## src/rtl/mat_vec_loader.sv

```systemverilog
// mat_vec_loader: streams a DEPTH x DEPTH matrix (row-major) followed by a
// DEPTH-element vector into per-row matrix FIFOs and a vector FIFO.
//
// Ports:
//   clk, rst_n        clock, asynchronous active-low reset
//   start             begin a load sequence (accepted only from IDLE)
//   in_valid/in_data  element stream; in_ready high while loading
//   busy, done        sequence in progress / one-cycle end pulse
//   Clr               active-low clear to the multiplier
//   a_wren/a_fifo_in  per-row matrix FIFO write enable / data
//   b_wren/b_fifo_in  vector FIFO write enable / data
//   abort             only with MAT_VEC_LOADER_ABORT_EN defined
//
// Macro MAT_VEC_LOADER_ABORT_EN adds the abort input.
module mat_vec_loader #(
  parameter int unsigned DEPTH      = 8,
  parameter int unsigned DATA_WIDTH = 8
) (
  input  logic                  clk,
  input  logic                  rst_n,
  input  logic                  start,
  input  logic                  in_valid,
  input  logic [DATA_WIDTH-1:0] in_data,
`ifdef MAT_VEC_LOADER_ABORT_EN
  input  logic                  abort,
`endif
  output logic                  in_ready,
  output logic                  busy,
  output logic                  done,
  output logic                  Clr,
  output logic                  a_wren    [DEPTH],
  output logic [DATA_WIDTH-1:0] a_fifo_in [DEPTH],
  output logic                  b_wren,
  output logic [DATA_WIDTH-1:0] b_fifo_in
);

  localparam int unsigned CW = (DEPTH > 1) ? $clog2(DEPTH) : 1;
  localparam logic [CW-1:0] LAST = CW'(DEPTH - 1);

  typedef enum logic [2:0] {IDLE, CLEAR, LOAD_A, LOAD_B, DONE} state_e;

  state_e                state_q, state_d;
  logic [CW-1:0]         row_q, row_d;
  logic [CW-1:0]         col_q, col_d;
  logic [CW-1:0]         bidx_q, bidx_d;
  logic                  in_ready_q, in_ready_d;
  logic                  busy_q, busy_d;
  logic                  done_q, done_d;
  logic                  clr_q, clr_d;
  logic                  a_wren_q    [DEPTH];
  logic                  a_wren_d    [DEPTH];
  logic [DATA_WIDTH-1:0] a_fifo_in_q [DEPTH];
  logic [DATA_WIDTH-1:0] a_fifo_in_d [DEPTH];
  logic                  b_wren_q, b_wren_d;
  logic [DATA_WIDTH-1:0] b_fifo_in_q, b_fifo_in_d;
  logic                  xfer;

  // Next state, counters and next output values.
  always_comb begin
    state_d     = state_q;
    row_d       = row_q;
    col_d       = col_q;
    bidx_d      = bidx_q;
    a_fifo_in_d = a_fifo_in_q;
    b_fifo_in_d = b_fifo_in_q;
    b_wren_d    = 1'b0;
    for (int r = 0; r < DEPTH; r++) a_wren_d[r] = 1'b0;
    xfer = in_valid && in_ready_q;

    case (state_q)
      IDLE: if (start) state_d = CLEAR;
      CLEAR: begin
        row_d   = '0;
        col_d   = '0;
        bidx_d  = '0;
        state_d = LOAD_A;
      end
      LOAD_A: if (xfer) begin
        a_wren_d[row_q]    = 1'b1;
        a_fifo_in_d[row_q] = in_data;
        if (col_q == LAST) begin
          col_d = '0;
          if (row_q == LAST) begin
            row_d   = '0;
            state_d = LOAD_B;
          end else begin
            row_d = row_q + CW'(1);
          end
        end else begin
          col_d = col_q + CW'(1);
        end
      end
      LOAD_B: if (xfer) begin
        b_wren_d    = 1'b1;
        b_fifo_in_d = in_data;
        if (bidx_q == LAST) begin
          bidx_d  = '0;
          state_d = DONE;
        end else begin
          bidx_d = bidx_q + CW'(1);
        end
      end
      DONE:    state_d = IDLE;
      default: state_d = IDLE;
    endcase

    // Outputs are registered from the next state so they line up with it.
    in_ready_d = (state_d == LOAD_A) || (state_d == LOAD_B);
    busy_d     = (state_d == CLEAR) || in_ready_d;
    done_d     = (state_d == DONE);
    clr_d      = (state_d != CLEAR);

`ifdef MAT_VEC_LOADER_ABORT_EN
    // Abort drops any write in flight and clears the multiplier on the way out.
    if (abort && busy_q) begin
      state_d     = IDLE;
      row_d       = '0;
      col_d       = '0;
      bidx_d      = '0;
      a_fifo_in_d = a_fifo_in_q;
      b_fifo_in_d = b_fifo_in_q;
      b_wren_d    = 1'b0;
      for (int r = 0; r < DEPTH; r++) a_wren_d[r] = 1'b0;
      in_ready_d  = 1'b0;
      busy_d      = 1'b0;
      done_d      = 1'b0;
      clr_d       = 1'b0;
    end
`endif
  end

  // State, counter and output registers.
  always_ff @(posedge clk or negedge rst_n) begin
    if (!rst_n) begin
      state_q     <= IDLE;
      row_q       <= '0;
      col_q       <= '0;
      bidx_q      <= '0;
      in_ready_q  <= 1'b0;
      busy_q      <= 1'b0;
      done_q      <= 1'b0;
      clr_q       <= 1'b1;
      b_wren_q    <= 1'b0;
      b_fifo_in_q <= '0;
      for (int r = 0; r < DEPTH; r++) begin
        a_wren_q[r]    <= 1'b0;
        a_fifo_in_q[r] <= '0;
      end
    end else begin
      state_q     <= state_d;
      row_q       <= row_d;
      col_q       <= col_d;
      bidx_q      <= bidx_d;
      in_ready_q  <= in_ready_d;
      busy_q      <= busy_d;
      done_q      <= done_d;
      clr_q       <= clr_d;
      b_wren_q    <= b_wren_d;
      b_fifo_in_q <= b_fifo_in_d;
      for (int r = 0; r < DEPTH; r++) begin
        a_wren_q[r]    <= a_wren_d[r];
        a_fifo_in_q[r] <= a_fifo_in_d[r];
      end
    end
  end

  assign in_ready  = in_ready_q;
  assign busy      = busy_q;
  assign done      = done_q;
  assign Clr       = clr_q;
  assign a_wren    = a_wren_q;
  assign a_fifo_in = a_fifo_in_q;
  assign b_wren    = b_wren_q;
  assign b_fifo_in = b_fifo_in_q;

endmodule

```

## config.mk

```make
export PLATFORM = sky130hd
export DESIGN_NAME = mat_vec_loader
export DESIGN_NICKNAME = d
export VERILOG_FILES = /design/src/rtl/mat_vec_loader.sv
export SDC_FILE = /design/constraint.sdc
export NUM_CORES = 1
export LEC_CHECK = 0
export ABC_AREA = 1
export BUFFER_PORTS_ARGS = -buffer_cell sky130_fd_sc_hd__buf_4
export CAP_MARGIN = 15
export CORE_AREA = 5 5 97 99
export DETAILED_ROUTE_END_ITERATION = 10
export DIE_AREA = 0 0 102 104
export PLACE_DENSITY_LB_ADDON = 0.25
export SKIP_CTS_REPAIR_TIMING = 1
export SYNTH_ARGS = -nofsm -noshare
export SYNTH_HDL_FRONTEND = slang
export SYNTH_SLANG_ARGS = --single-unit
```

## constraint.sdc

```tcl
create_clock -name clk -period 1.45 [get_ports clk]
set_input_delay 0.29 -clock clk [delete_from_list [all_inputs] [get_ports clk]]
set_output_delay 0.29 -clock clk [all_outputs]
set_load 0.02 [all_outputs]
```

# [After elaboration in Yosys (flattened, before gate mapping)]
# Index checks and enable logic that the tools add are counted.
[totals] regBits=97 inputBits=12
[classes] add_sub_neg=3 magnitude_cmp=2 eq_ne=14 n_mux=26 n_bitwise=1 reduce_logical=12
[op_table] operator="bitwise mux 64 bit" n=1
[op_table] operator="2-to-1 mux 3 bit" n=13
[op_table] operator="demux 8 bit (select 3 bit)" n=1
[op_table] operator="2-to-1 mux 8 bit" n=3
[op_table] operator="one-hot mux 3 bit (2 select lines)" n=3
[op_table] operator="== test 3 x 2 -> 1 bit, second input constant" n=4
[op_table] operator="== test 3 bit, second input constant" n=4
[op_table] operator="one-hot mux 3 bit (4 select lines)" n=1
[op_table] operator="adder 3 x 1 -> 3 bit, second input constant" n=3
[op_table] operator="AND reduction 2 bit" n=4
[op_table] operator="== test 3 x 1 -> 1 bit, second input constant" n=2
[op_table] operator="inequality test 2 bit, second input constant" n=3
[op_table] operator="greater-or-equal comparator 4 bit, second input constant" n=1
[op_table] operator="less-than comparator 4 x 1 -> 1 bit, second input constant" n=1
[op_table] operator="NOT 3 -> 4 bit" n=1
[op_table] operator="nonzero test 2 bit" n=2
[op_table] operator="demux 1 bit (select 3 bit)" n=1
[op_table] operator="logical NOT 3 bit" n=1
[op_table] operator="2-to-1 mux 1 bit" n=3
[op_table] operator="inequality test 3 x 1 -> 1 bit, second input constant" n=1
[op_table] operator="AND reduction 3 bit" n=1
[op_table] operator="logical AND 1 bit" n=2
[op_table] operator="logical OR 1 bit" n=2

# [Depth between registers and ports, before layout]
[logic_depth] depth_word=8 ltp_mapped=8

# [Worst setup path after synthesis]
# OpenSTA, ideal clock, no wires.
[synth_path] path_kind="reg-to-reg" startpoint="register in_ready_q (netlist: in_ready)" endpoint="register a_fifo_in_q (netlist bit a_fifo_in[14])" setup_time_ns=0.123 t_arrival_ns=1.340 path_slack_ns=-0.013 path_stages_with_launch=8 n_path_buf=2 period_less_slack_ns=1.463 cell_sequence="dfrtp_1 -> nand2_2 -> nor2_4 -> buf_8 -> nand2_4 -> buf_6 -> nand2_1 -> o21ai_2"
[synth_via] elab_chain_len=2
[synth_rtl] item="start: declaration" line="46" source="logic in_ready_q, in_ready_d;"
[synth_rtl] item="start signal: assignment" line="154" source="in_ready_q <= in_ready_d;"
[synth_rtl] item="logical AND 1 bit" line="68" source="xfer = in_valid && in_ready_q;"
[synth_rtl] item="AND reduction 2 bit (no line)"
[synth_rtl] item="end signal: indexed assignment" line="162" source="a_fifo_in_q[r] <= a_fifo_in_d[r];"
[synth_rtl] item="end: declaration" line="52" source="logic [DATA_WIDTH-1:0] a_fifo_in_q [DEPTH];"
# No other way between the ends.
# A chain may end at the register's enable or synchronous reset.

# [Worst setup path in the final report]
[layout_path] startpoint="register state_q[0]" endpoint="register state_q[0]"
[layout_via] elab_chain_len=4 word_cells_on_any_way=11
[layout_rtl] item="start: declaration" line="42" source="state_e state_q, state_d;"
[layout_rtl] item="start signal: assignment" line="150" source="state_q <= state_d;"
[layout_rtl] item="2-to-1 mux 3 bit" line="83" source="if (row_q == LAST) begin"
[layout_rtl] item="2-to-1 mux 3 bit" line="81" source="if (col_q == LAST) begin"
[layout_rtl] item="2-to-1 mux 3 bit" line="78" source="LOAD_A: if (xfer) begin"
[layout_rtl] item="one-hot mux 3 bit (4 select lines) *" line="70" source="case (state_q)"
[layout_rtl] item="via state_d[0]" line="42"
# Mark *: on every way through the listed nets, which the timed path passes. The rest lies on a longest branch.

==> results.json <==
{
  "required_ps": 1740,
  "final_area_um2": 5140,
  "status": "complete, no violations",
  "fin_nets": 517,
  "htree_num_levels": 3,
  "die_y_um": 104,
  "min_period_ps": 1410,
  "fin_skew_ps": 5.47,
  "syn2layout_area_growth_pct": 33.0,
  "hold_path_end": "a_fifo_in[56]",
  "postLayoutCoreUtil_pct": 60.8,
  "fillers": 725,
  "die-area_um2": 10600,
  "ys_types": 23,
  "whs_path_depth": 3,
  "start_util_pct": 45.7,
  "p_total_mw": 10.4,
  "slew_headroom_pct": 69.6,
  "startpoint": "state_q[0]",
  "post-route-period-util_pct": 97.3,
  "postPlaceCellArea_um2": 4750,
  "drive_gt1_share_pct": 33.9,
  "min_from": "in_data[0]",
  "synth_top_area_cell": "dfrtp_1",
  "fp.coreArea_um2": 8470,
  "routed_wl_um": 9440,
  "detail-route-antenna-nets": 0,
  "netlist_area_um2": 3870,
  "ys_ff_latch": 97,
  "setup_viol": 0,
  "rows": 34,
  "drv_cap": 0,
  "pre_cts_ws_ps": -100,
  "max-vdd-ir-drop_mv": 1.24,
  "yosysWarnings": 0,
  "layout.cells.non_filler": 612,
  "drtPass1Iterations": 4,
  "clock_path_buffers": 2,
  "io_buffer_count": 96,
  "path_max_fanout": 5,
  "path_class": "register to register",
  "reg2regPathDepth": 8,
  "p_leak_nw": 2.77,
  "grt_start_max_net_pins": 46,
  "regToRegSetupSlack_ps": 40,
  "clock_latency_ps": 360,
  "grt_pass1_vias": 2983,
  "cts_tree": "done",
  "antenna_cells_inserted": 0,
  "drc_errors": 0,
  "track_usage_pct": 18.5,
  "worst_hold_slack_ps": 177,
  "synth_area_leaders": "dfrtp_1, nand2_1, nand3_1, o21ai_2, o21ai_0",
  "powerDensity_nw_per_um2": 2010,
  "fin_ws_ps": 39.3,
  "avgSynthCellArea_um2": 10.1,
  "grt_setup_unrepaired": "yes",
  "grt_pass1_wl_um": 15200,
  "via_per_inst": 4.91,
  "path_cells": "inv_2, nand3_4, nor2_4, buf_12, buf_4, buf_4, nand3_1, nand3_1",
  "clk_pin_slew_ps": 90,
  "overflow": 0,
  "cp-end-kind": "register",
  "multiInputGateArea_um2": 1310,
  "cts_root_buffer": "clkbuf_8",
  "die_width_um": 102,
  "hold_viol_final": 0,
  "reg2reg_to": "state_q[0]",
  "wl_per_cell_um": 15.4,
  "worstPathArrival_ps": 1710,
  "fin_tns_setup_ps": 0,
  "synth_fp_nets": 400,
  "io_pins": 97,
  "synthCells": 382,
  "numCtsBuffers": 9,
  "drt_iter0_markers": 106,
  "cts_sinks": 97,
  "ff_latch_area_um2": 2430,
  "max_slew.worst_pin.slew_ps": 456,
  "cp_slowest_stage_delay_ps": 420,
  "cp-start-kind": "register",
  "slowest_stage": "dfrtp_1",
  "dr_total_vias": 3002,
  "antenna_found_initial": 0,
  "hpwl_um": 6500,
  "place_congestion": 0.796,
  "yosysTopAreaCellShare_pct": 62.1,
  "hp-class": "input port to register",
  "reg2reg_from": "state_q[0]",
  "ys_seq_area_share_pct": 62.8,
  "final_max_slew_viol_count": 0,
  "post-place-cells": 587,
  "max_freq_ghz": 0.709
}
-- synthesized netlist by cell type, drive strengths merged --
cell type  number
nor2           26
buf            11
dfstp           1
o21ai          51
dfrtp          96
nand4           2
nor3            4
nand3          29
ha              6
inv            24
a21oi           8
nand2         124
-- worst max-delay path by stage --
stage,cells after the start,end
2_1_floorplan,7,a_fifo_in[14]
3_3_place_gp,6,a_fifo_in[40]
3_5_place_dp,6,a_fifo_in[46]
4_1_cts,5,a_fifo_in[41]
5_1_grt,6,a_fifo_in[41]
6_report,8,state_q[0]
-- power breakdown --
part | switching (mW) | leakage [nW] | total, mW | internal (mW)
registers | 0.553 | 1.28 | 4.09 | 3.54
logic | 2.47 | 1.36 | 4.17 | 1.70
clock network | 0.935 | 0.117 | 2.09 | 1.16
total | 3.96 | 2.77 | 10.4 | 6.40
-- cells by family after synthesis --
group,share of synthesized area [%]
AOI/OAI and AO/OA,9.19
adders and majority gates,1.94
buffers and inverters,4.72
DFF,62.8
and+or+nand+nor,21.4
-- state kept, by name, indices dropped and copies added (netlist names) --
signal	flops
Clr	1
bidx_q	3
b_wren	1
state_q	3
col_q	3
in_ready	1
a_wren	8
busy	1
b_fifo_in	8
a_fifo_in	64
row_q	3
done	1
-- critical path: cells and delay by family, from the launching register on --
family,cells,cell delay [ps]
and+or+nand+nor,4,460
buffers and inverters,4,460
DFF,1,420
-- layout make-up --
cell class | count | share of cell area (%)
Sequential cell | 97 | 47.2
Inverter | 24 | 1.75
Tap cell | 108 | 2.63
Timing Repair Buffer | 117 | 18.2
Multi-Input combinational cell | 250 | 25.5
Clock buffer | 10 | 2.48
Clock inverter | 6 | 2.24
-- cells in the final DEF, fill, tap and decap left out --
cell	instances
a21oi_1	8
buf_12	4
buf_4	111
buf_6	1
bufinv_16	3
clkbuf_1	1
clkbuf_8	9
clkinv_4	1
clkinvlp_4	1
dfrtp_1	95
dfrtp_2	1
dfstp_2	1
dlygate4sd3_1	1
ha_1	6
inv_1	21
inv_2	3
inv_6	1
nand2_1	112
nand2_2	6
nand2_4	3
nand2_8	3
nand3_1	28
nand3_4	1
nand4_1	2
nor2_1	22
nor2_2	2
nor2_4	2
nor3_1	2
nor3_4	2
o21ai_0	19
o21ai_1	16
o21ai_2	16
-- layer usage --
metal	share of wire (%)	wire length, um	vias to the layer above	global-route usage (%)
met5	0	0	-	0
met1	41	3870	1439	24.3
li1	-	-	1457	-
met3	7.7	728	14	5.50
met4	2.3	214	0	6.65
met2	49	4630	92	28.9
(Power assumes the default switching activity.)
